==> src/rtl/dmem_arbiter_pkg.sv <==
// Shared types and helpers for the data-memory arbiter.
// Stats counters are enabled with DMEM_ARBITER_STATS_EN.
package dmem_arbiter_pkg;

    typedef enum logic [1:0] {
        IDLE,
        READ,
        MERGE,
        RESP
    } state_e;

    typedef enum logic {
        OWN_M0,
        OWN_M1
    } owner_e;

    localparam int BYTE_LANES = 4;

    function automatic logic [31:0] merge(
        input logic [31:0] old_w,
        input logic [31:0] new_w,
        input logic [3:0]  be
    );
        logic [31:0] r;
        r = old_w;
        for (int i = 0; i < BYTE_LANES; i++) begin
            if (be[i]) r[8*i +: 8] = new_w[8*i +: 8];
        end
        return r;
    endfunction

endpackage

==> src/rtl/dmem_arbiter_rr_arb2.sv <==
// Two-way round-robin grant with a last-grant pointer.
// The pointer resets to m1 so m0 wins the first tie.
module rr_arb2
    import dmem_arbiter_pkg::*;
(
    input  logic   clk,
    input  logic   rst,
    input  logic   en,
    input  logic   valid0,
    input  logic   valid1,
    output logic   gnt0,
    output logic   gnt1,
    output logic   accept,
    output owner_e gnt_owner
);

    owner_e last_q;

    assign gnt0 = en & valid0 & (~valid1 | (last_q == OWN_M1));
    assign gnt1 = en & valid1 & (~valid0 | (last_q == OWN_M0));
    assign accept = gnt0 | gnt1;
    assign gnt_owner = gnt1 ? OWN_M1 : OWN_M0;

    always_ff @(posedge clk or posedge rst) begin
        if (rst) begin
            last_q <= OWN_M1;
        end else if (accept) begin
            last_q <= gnt_owner;
        end
    end

endmodule

==> src/rtl/dmem_arbiter.sv <==
// Two-requester arbiter for a word-wide single-port data memory.
// Optional DMEM_ARBITER_STATS_EN adds grant/wait counters.
module dmem_arbiter
    import dmem_arbiter_pkg::*;
#(
    parameter int ADDR_W = 32,
    parameter int DATA_W = 32
) (
    input  logic              clk,
    input  logic              rst,
`ifdef DMEM_ARBITER_STATS_EN
    output logic [15:0]       stat_grant_m0,
    output logic [15:0]       stat_grant_m1,
    output logic [15:0]       stat_wait_cycles,
`endif
    input  logic              m0_req_valid,
    output logic              m0_req_ready,
    input  logic [ADDR_W-1:0] m0_req_addr,
    input  logic              m0_req_we,
    input  logic [3:0]        m0_req_be,
    input  logic [DATA_W-1:0] m0_req_wdata,
    output logic              m0_rsp_valid,
    output logic [DATA_W-1:0] m0_rsp_rdata,
    input  logic              m1_req_valid,
    output logic              m1_req_ready,
    input  logic [ADDR_W-1:0] m1_req_addr,
    input  logic              m1_req_we,
    input  logic [3:0]        m1_req_be,
    input  logic [DATA_W-1:0] m1_req_wdata,
    output logic              m1_rsp_valid,
    output logic [DATA_W-1:0] m1_rsp_rdata,
    output logic [ADDR_W-1:0] mem_byte_address,
    output logic [DATA_W-1:0] mem_write_data,
    output logic              mem_MemWrite,
    output logic              mem_MemRead,
    input  logic [DATA_W-1:0] mem_output_data
);

    state_e            state_q;
    state_e            state_d;
    owner_e            owner_q;
    owner_e            gnt_owner;
    logic              gnt0;
    logic              gnt1;
    logic              accept;
    logic [ADDR_W-1:0] addr_q;
    logic              we_q;
    logic [3:0]        be_q;
    logic [DATA_W-1:0] wdata_q;
    logic [DATA_W-1:0] rdata_q;
    logic [DATA_W-1:0] m0_hold_q;
    logic [DATA_W-1:0] m1_hold_q;
    logic [ADDR_W-1:0] addr_sel;

    rr_arb2 u_arb (
        .clk       (clk),
        .rst       (rst),
        .en        (state_q == IDLE),
        .valid0    (m0_req_valid),
        .valid1    (m1_req_valid),
        .gnt0      (gnt0),
        .gnt1      (gnt1),
        .accept    (accept),
        .gnt_owner (gnt_owner)
    );

    assign addr_sel = gnt1 ? m1_req_addr : m0_req_addr;

    always_comb begin
        state_d = state_q;
        unique case (state_q)
            IDLE:    if (accept) state_d = READ;
            READ:    state_d = (we_q && be_q != 4'h0) ? MERGE : RESP;
            MERGE:   state_d = RESP;
            RESP:    state_d = IDLE;
            default: state_d = IDLE;
        endcase
    end

    always_ff @(posedge clk or posedge rst) begin
        if (rst) begin
            state_q <= IDLE;
        end else begin
            state_q <= state_d;
        end
    end

    // Word-align the address on capture; the memory only sees words.
    always_ff @(posedge clk or posedge rst) begin
        if (rst) begin
            owner_q   <= OWN_M0;
            addr_q    <= '0;
            we_q      <= 1'b0;
            be_q      <= 4'h0;
            wdata_q   <= '0;
            rdata_q   <= '0;
            m0_hold_q <= '0;
            m1_hold_q <= '0;
        end else begin
            if (accept) begin
                owner_q <= gnt_owner;
                addr_q  <= addr_sel & ~ADDR_W'(3);
                we_q    <= gnt1 ? m1_req_we    : m0_req_we;
                be_q    <= gnt1 ? m1_req_be    : m0_req_be;
                wdata_q <= gnt1 ? m1_req_wdata : m0_req_wdata;
            end
            if (state_q == READ) begin
                rdata_q <= mem_output_data;
            end
            if (state_q == RESP) begin
                if (owner_q == OWN_M0) m0_hold_q <= rdata_q;
                else                   m1_hold_q <= rdata_q;
            end
        end
    end

    assign m0_req_ready = gnt0;
    assign m1_req_ready = gnt1;

    assign m0_rsp_valid = (state_q == RESP) && (owner_q == OWN_M0);
    assign m1_rsp_valid = (state_q == RESP) && (owner_q == OWN_M1);
    assign m0_rsp_rdata = m0_rsp_valid ? rdata_q : m0_hold_q;
    assign m1_rsp_rdata = m1_rsp_valid ? rdata_q : m1_hold_q;

    assign mem_byte_address = addr_q;
    assign mem_MemRead      = (state_q == READ);
    assign mem_MemWrite     = (state_q == MERGE);
    assign mem_write_data   = merge(rdata_q, wdata_q, be_q);

`ifdef DMEM_ARBITER_STATS_EN
    logic waiting;

    assign waiting = (m0_req_valid & ~gnt0) | (m1_req_valid & ~gnt1);

    always_ff @(posedge clk or posedge rst) begin
        if (rst) begin
            stat_grant_m0    <= '0;
            stat_grant_m1    <= '0;
            stat_wait_cycles <= '0;
        end else begin
            if (gnt0 && stat_grant_m0 != 16'hFFFF)
                stat_grant_m0 <= stat_grant_m0 + 16'd1;
            if (gnt1 && stat_grant_m1 != 16'hFFFF)
                stat_grant_m1 <= stat_grant_m1 + 16'd1;
            if (waiting && stat_wait_cycles != 16'hFFFF)
                stat_wait_cycles <= stat_wait_cycles + 16'd1;
        end
    end
`endif

endmodule
==> config.mk <==
export PLATFORM = sky130hd
export DESIGN_NAME = dmem_arbiter
export DESIGN_NICKNAME = d
export VERILOG_FILES = /design/src/rtl/dmem_arbiter_pkg.sv /design/src/rtl/dmem_arbiter_rr_arb2.sv /design/src/rtl/dmem_arbiter.sv
export SDC_FILE = /design/constraint.sdc
export NUM_CORES = 1
export LEC_CHECK = 0
export CAP_MARGIN = 20
export CORE_ASPECT_RATIO = 0.75
export CORE_MARGIN = 10
export CORE_UTILIZATION = 47
export DETAILED_ROUTE_END_ITERATION = 6
export GPL_ROUTABILITY_DRIVEN = 0
export PLACE_DENSITY = 0.84
export SLEW_MARGIN = 10
export SYNTH_ARGS = -nofsm -noshare
export SYNTH_HDL_FRONTEND = slang
export SYNTH_SLANG_ARGS = --single-unit
==> constraint.sdc <==
create_clock -name clk -period 14.57 [get_ports clk]
set_input_delay 2.1855 -clock clk [delete_from_list [all_inputs] [get_ports clk]]
set_output_delay 2.1855 -clock clk [all_outputs]
set_load 0.1 [all_outputs]
Word level (Yosys, flattened, before mapping):

Cells that the tools add are included.

* output and inout bits: 134
* bits in registers: 167
* logic and storage cells: 46
* memory bits (read-only): 0
* memories: 0
* bits in latches: 0
* input bits: 174
* bits in writable memories: 0

* divide/modulo/power cells: 0
* shift-type cells: 0
* order comparisons: 0
* add/subtract/negate cells: 0
* muxes and demuxes: 14
* bitwise logic cells: 11
* reduce and logical (&&, ||, !) cells: 7
* eq/ne operators: 4
* $mul: 0

Operators by type and width (count)
* $mux 32: 4
* $mux 8: 4
* $pmux 2 s4: 1
* $and 1x1->1: 4
* $eq 2x2->1 const B: 2
* $mux 4: 1
* $not 1->1: 4
* $reduce_and 2->1: 2
* $reduce_bool 4->1: 1
* $logic_and 1x1->1: 3
* $mux 1: 3
* $or 1x1->1: 3
* $eq 2x1->1 const B: 1
* $logic_not 2->1: 1
* $mux 2: 1
* $ne 2x2->1 const B: 1

Longest topological paths before layout:

Gate-level depths: netlist of run 1.

* word-level depth: 6
* mapped depth: 8
* gate-level depth less buffers: 5

Cells and area by module:

From an unflattened synthesis of run 1, not the netlist that was laid out.

* cell total of the unflattened synthesis: 568
* area total of the unflattened synthesis: 7528.5 sq um

Modules (own cells, without submodules)
* dmem_arbiter: cells each 557, times used 1, sequential area each 4154.0 sq um, area each 7447.1 sq um
* rr_arb2: cells each 11, times used 1, sequential area each 26.3 sq um, area each 81.3 sq um

Worst setup path after synthesis of run 1:

Ideal clock, no wire load.

* path type: input-to-output
* start point: input port m1_req_valid
* end point: output port m0_req_ready
* path buffers: 3
* stages: 4
* arrival: 4.144 ns
* data required time: 12.384 ns
* setup slack: 8.241 ns
* path through: buf_2 > buf_4 > buf_2 > a21oi_1

* word-level cells in the longest chain between the ends: 3

Ends and longest elaborated chain
* start, declared: RTL line dmem_arbiter.sv:24 `input logic m1_req_valid,`
* $not 1->1: RTL line dmem_arbiter_rr_arb2.sv:19 `assign gnt0 = en & valid0 & (~valid1 | (last_q == OWN_M1));`
* $or 1x1->1: RTL line dmem_arbiter_rr_arb2.sv:19
* $and 1x1->1: RTL line dmem_arbiter_rr_arb2.sv:19
* end, declared: RTL line dmem_arbiter.sv:17 `output logic m0_req_ready,`

No other way between the ends.

Worst setup path in the final report of run 1:

* start point: input port m0_req_valid
* end point: output port m1_req_ready

* word-level cells in the longest chain between the ends: 3

Ends and longest elaborated chain
* start, declared: RTL line dmem_arbiter.sv:16 `input logic m0_req_valid,`
* $not 1->1: RTL line dmem_arbiter_rr_arb2.sv:20 `assign gnt1 = en & valid1 & (~valid0 | (last_q == OWN_M0));`
* $or 1x1->1: RTL line dmem_arbiter_rr_arb2.sv:20
* $and 1x1->1: RTL line dmem_arbiter_rr_arb2.sv:20
* end, declared: RTL line dmem_arbiter.sv:25 `output logic m1_req_ready,`

No other way between the ends.

==> results of run 1 <==
[routing by layer]
metal	track usage [%]	vias up	wire (um)
met5	0	-	11
met4	5.21	2	302
met3	9.92	24	2960
met2	37.3	375	12900
met1	30.9	3457	11900
li1	-	3024	-
[cells in the mapped netlist]
library cell | instances | area [um2]
o2bb2ai_1 | 1 | 8.76
and2_1 | 1 | 6.26
a22oi_1 | 1 | 7.51
buf_4 | 4 | 30.0
a211oi_1 | 1 | 7.51
buf_6 | 6 | 67.6
o21a_1 | 1 | 7.51
o21ai_1 | 11 | 55.1
buf_1 | 1 | 3.75
nor2_1 | 69 | 259
a21oi_1 | 1 | 5.00
conb_1 | 1 | 3.75
mux2_2 | 129 | 1450
o2111ai_1 | 67 | 587
clkinv_1 | 1 | 3.75
o22ai_1 | 2 | 12.5
o41ai_1 | 1 | 8.76
dfrtp_1 | 166 | 4150
ha_1 | 5 | 62.6
a31oi_1 | 67 | 419
nor2b_1 | 1 | 6.26
nand2_1 | 5 | 18.8
dfstp_2 | 1 | 26.3
clkbuf_1 | 27 | 101
inv_1 | 6 | 22.5
buf_2 | 37 | 185
o21ai_0 | 56 | 280
clkbuf_2 | 2 | 10.0
[flip-flops by register name (all words and copies together) (netlist names)]
name              count
u_arb.last_q          1
we_q                  1
wdata_q              32
m1_hold_q            32
m0_hold_q            32
state_q               2
rdata_q              32
owner_q               1
be_q                  4
mem_byte_address     30
[cell families (layout without fill, tap and decap cells)]
logic type      Yosys count  after routing  synth area share (%)
compound gates          209            209                  17.9
mux                     129            129                  18.6
flops                   167            167                  53.5
fa+ha+maj                 5              5                 0.801
simple gates             76             76                  3.72
other cells               1              3                0.0480
buf+inv                  84            349                  5.43
[stage by stage]
stage / setup slack, ns / util, % / instance area [um2]
6_report: 8.06 / 70.4 / 11400
5_1_grt: 8.04 / 70.4 / 11400
4_1_cts: 8.05 / 70.3 / 11400
3_5_place_dp: 8.05 / 66.7 / 10800
3_3_place_gp: 8.09 / 66.7 / 10800
2_1_floorplan: 7.87 / - / 7820
[area by class of cell]
type / instances / share of cell area (%)
Clock inverter: 9 / 0.813
Multi-Input combinational cell: 421 / 28.4
Sequential cell: 167 / 36.7
Inverter: 7 / 0.275
Tap cell: 210 / 2.31
Antenna cell: 1 / 0.0220
Timing Repair Buffer: 310 / 27.1
Clock buffer: 23 / 4.29
[worst max-delay path by stage]
stage	slack [ns]	endpoint	cells after the start	start
after floorplan	7.87	be_q[0]	1	rst
after global placement	8.09	m1_req_ready	4	m0_req_valid
after detailed placement	8.05	m1_req_ready	4	m0_req_valid
after CTS	8.05	m1_req_ready	4	m0_req_valid
after global routing	8.04	m1_req_ready	4	m0_req_valid
final	8.06	m1_req_ready	4	m0_req_valid
==> results.py, run 1 <==
metrics = {
    "place": {
        "numPortBuffers": 301,
        "dp_hpwl_um": 18700,
        "dp_cells": 1114,
    },
    "layout": {
        "drive_gt1_share_pct": 19.2,
        "final_common_cell": "clkdlybuf4s50_1",
        "nNetsFinal": 1103,
        "fillers": 1161,
        "stdcell_count": 1148,
        "synthToLayoutAreaGrowth_pct": 45.7,
        "ff_latch_area_um2": 4180,
        "layout_common_cells": "clkdlybuf4s50_1 (300), dfrtp_1 (166), mux2_2 (129)",
        "multi_input_area_um2": 3240,
    },
    "floorplanning": {
        "rows": 40,
        "dieWidth_um": 169,
        "core_area_um2": 16200,
        "ioPinCount": 308,
        "start_util_pct": 48.3,
        "die-height_um": 132,
        "die-area_um2": 22200,
    },
    "timing": {
        "grt_setup_unrepaired": "no",
        "skew_ns": 0.0107,
        "setup_violations": 0,
        "finalHoldViolations": 0,
        "holdWs_ns": 0.497,
        "slew_headroom_pct": 28.1,
        "fmax_mhz": 154,
        "min_period_over_period_pct": 44.7,
        "final.setup.tns_ns": 0,
        "tightestPinTransition_ns": 1.08,
        "min_period_ns": 6.51,
        "drv_slew": 0,
    },
    "cts": {
        "clk_pin_slew_ns": 0.06,
        "cts_tree": "done",
        "cts_root_buf": "clkbuf_16",
        "htree_num_levels": 4,
        "ctsHoldBuffers": 0,
        "cts_setup_buffers": 0,
        "clock-sinks": 167,
        "clockBufferDepth": 2,
        "clk_latency_ns": 0.42,
        "cts_resized": 0,
        "cts_buffers": 17,
    },
    "worst_setup_path": {
        "worst_r2r_startpoint": "state_q[0]",
        "crit_chain": "clkdlybuf4s50_1 > and2_2 > nor2_1 > clkdlybuf4s50_1",
        "endpoint_kind": "primary output",
        "critical_path_class": "in2out",
        "critPathSlowestCell": "clkdlybuf4s50_1",
        "critPathBufInv": 2,
        "reg2reg_to": "wdata_q[28]",
        "path_max_fanout": 5,
        "cpPeakStageDelay_ns": 1.21,
        "r2r_cells": 7,
        "critPathArrivalTime_ns": 4.32,
        "cp_common_cell": "clkdlybuf4s50_1",
        "worst_setup_path_start_kind": "input pin",
        "path_delay_family": "buffers and inverters",
        "reg2reg_slack_ns": 11.15,
        "critPathRequiredTime_ns": 12.38,
    },
    "drt": {
        "first_pass_iters": 5,
        "dr.first_iter.drc_count": 597,
        "ant_nets": 0,
        "wirelength_um": 28100,
        "wire_per_inst_um": 24.5,
        "drt-vias-per-instance": 5.99,
        "vias": 6882,
        "drc": 0,
    },
    "synthesis": {
        "ys.warnings.count": 0,
        "postSynthAreaPerCell_um2": 11.6,
        "ys_seq_area_share_pct": 53.5,
        "synth_cell_types": 28,
        "syn_inst": 671,
        "synth-seq-cells": 167,
        "synth_area_um2": 7810,
    },
    "global_routing": {
        "grt_pass1_wl_um": 42300,
        "grt_pass1_vias": 6979,
        "gr-total-overflow": 0,
        "grtUsageTotal_pct": 24.1,
        "grt_max_degree": 98,
        "antenna_found_initial": 2,
    },
    "outcome": {
        "status": "complete, no violations",
    },
    "worst_hold_path": {
        "hold-path-endpoint": "m0_hold_q[9]",
        "whs_path_depth": 1,
        "hold_start": "m0_hold_q[9]",
        "hold_path.class": "reg2reg",
    },
    "flow_run": {
        "cap_violations": 0,
    },
}
Power of run 1 is left out: the tool's default activity adds up to more than one toggle a clock period on the data nets, which glitch-free logic cannot reach.
==> run 2, diff against run 1 <==
--- a/config.mk
+++ b/config.mk
@@ -8,10 +8,10 @@
 export CAP_MARGIN = 20
 export CORE_ASPECT_RATIO = 0.75
 export CORE_MARGIN = 10
-export CORE_UTILIZATION = 47
+export CORE_UTILIZATION = 40
 export DETAILED_ROUTE_END_ITERATION = 6
 export GPL_ROUTABILITY_DRIVEN = 0
-export PLACE_DENSITY = 0.84
+export PLACE_DENSITY = 0.75
 export SLEW_MARGIN = 10
 export SYNTH_ARGS = -nofsm -noshare
 export SYNTH_HDL_FRONTEND = slang
==> constraint.sdc (replaced) <==
create_clock -name clk -period 5.7 [get_ports clk]
set_input_delay 0.855 -clock clk [delete_from_list [all_inputs] [get_ports clk]]
set_output_delay 0.855 -clock clk [all_outputs]
set_load 0.1 [all_outputs]
==> results.py, run 2 (synthesized netlist as in run 1, its figures left out) <==
metrics = {
    "timing": {
        "drv_slew": 0,
        "fmax_mhz": 229,
        "min_period_over_period_pct": 76.6,
        "setup_violations": 0,
        "final.setup.tns_ns": 0,
        "finalHoldViolations": 0,
        "tightestPinTransition_ns": 1.09,
        "skew_ns": 0.0128,
        "min_period_ns": 4.37,
        "grt_setup_unrepaired": "no",
        "slew_headroom_pct": 27.1,
    },
    "floorplanning": {
        "start_util_pct": 40.5,
        "rows": 44,
        "ioPinCount": 308,
        "die-area_um2": 25600,
        "die-height_um": 141,
        "core_area_um2": 19300,
        "dieWidth_um": 181,
    },
    "drt": {
        "vias": 6736,
        "wire_per_inst_um": 23.7,
        "ant_nets": 0,
        "wirelength_um": 28300,
        "drc": 0,
        "first_pass_iters": 4,
        "dr.first_iter.drc_count": 470,
        "drt-vias-per-instance": 5.65,
    },
    "worst_hold_path": {
        "hold_path.class": "reg2reg",
        "hold-path-endpoint": "m0_hold_q[19]",
        "hold_start": "m0_hold_q[19]",
        "whs_path_depth": 1,
    },
    "worst_setup_path": {
        "worst_r2r_startpoint": "state_q[0]",
        "critPathSlowestCell": "clkdlybuf4s50_1",
        "crit_chain": "ha_1 > nor2b_4 > buf_4 > mux2_2 > clkdlybuf4s50_1",
        "path_max_fanout": 22,
        "critPathRequiredTime_ns": 4.85,
        "cpPeakStageDelay_ns": 1.01,
        "r2r_cells": 6,
        "critPathBufInv": 2,
        "critPathArrivalTime_ns": 3.51,
        "critical_path_class": "reg2out",
        "reg2reg_slack_ns": 3.02,
        "reg2reg_to": "wdata_q[26]",
        "endpoint_kind": "primary output",
        "worst_setup_path_start_kind": "register",
        "path_delay_family": "buffers and inverters",
        "cp.depth": 5,
    },
    "layout": {
        "post-route-util_pct": 59.6,
        "final_common_cell": "clkdlybuf4s50_1",
        "layout_common_cells": "clkdlybuf4s50_1 (300), dfrtp_1 (166), mux2_2 (129)",
        "nNetsFinal": 1106,
        "stdcell_count": 1193,
        "synthToLayoutAreaGrowth_pct": 46.9,
        "drive_gt1_share_pct": 19.6,
        "antennaDiodeCount": 0,
    },
    "cts": {
        "clk_pin_slew_ns": 0.07,
        "cts_buffers": 17,
        "cts_tree": "done",
        "htree_num_levels": 4,
        "clk_latency_ns": 0.42,
        "clockBufferDepth": 2,
        "clock-sinks": 167,
        "cts_setup_buffers": 0,
        "cts_root_buf": "clkbuf_16",
        "cts_resized": 0,
        "ctsHoldBuffers": 0,
    },
    "global_routing": {
        "grt_pass1_wl_um": 43400,
        "grt_max_degree": 168,
        "gr-total-overflow": 0,
        "grtUsageTotal_pct": 21.5,
        "grt_pass1_vias": 6892,
        "antenna_found_initial": 1,
    },
    "place": {
        "dp_hpwl_um": 18700,
        "dp_cells": 1161,
        "numPortBuffers": 301,
    },
    "outcome": {
        "status": "complete, no violations",
    },
    "flow_run": {
        "cap_violations": 0,
    },
}
run 2: cell count changes in the layout (fill, tap and decap cells not counted):
cell	delta
clkbuf_8	-3
clkinvlp_4	-1
inv_8	+2
diode_2	-1
clkinv_2	-1
bufinv_16	+1
inv_6	+3
clkbuf_1	-1
buf_4	+3
run 2: final cells by class:
cell class / count / area [um2]
fill: 1650 / 7790
sequential: 167 / 4180
multi-input combinational: 421 / 3240
timing repair buffer: 313 / 3110
clock buffer: 19 / 443
tap: 253 / 317
clock inverter: 13 / 159
inverter: 7 / 31.3
run 2: per-stage QoR:
step / setup WS, ns / area (um2) / hold slack, ns
after global routing: 1.15 / 11500 / 0.510
after detailed placement: 1.75 / 10900 / 0.483
after floorplan: 0.328 / 7820 / 0.512
after CTS: 1.29 / 11500 / 0.499
after global placement: 1.77 / 10900 / 0.476
final: 1.33 / 11500 / 0.496
run 2: worst max-delay path by stage:
stage	from	end	slack [ns]
6_report	state_q[1]	m0_rsp_rdata[31]	1.33
3_5_place_dp	state_q[1]	m0_rsp_rdata[31]	1.75
4_1_cts	state_q[1]	m0_rsp_rdata[31]	1.29
3_3_place_gp	state_q[1]	m0_rsp_rdata[31]	1.77
2_1_floorplan	rst	be_q[0]	0.33
5_1_grt	state_q[1]	m0_rsp_rdata[6]	1.15
run 2: layer usage:
layer | part of all wire [%] | GRT usage, % | wire length [um] | vias to the layer above
met5 | 0.064 | 0 | 18 | -
met4 | 1.1 | 4.74 | 305 | 2
met3 | 11 | 9.51 | 3100 | 23
met2 | 45 | 32.4 | 12900 | 320
met1 | 42 | 27.8 | 12000 | 3366
li1 | - | - | - | 3025
Power of run 2 is left out for the same reason.
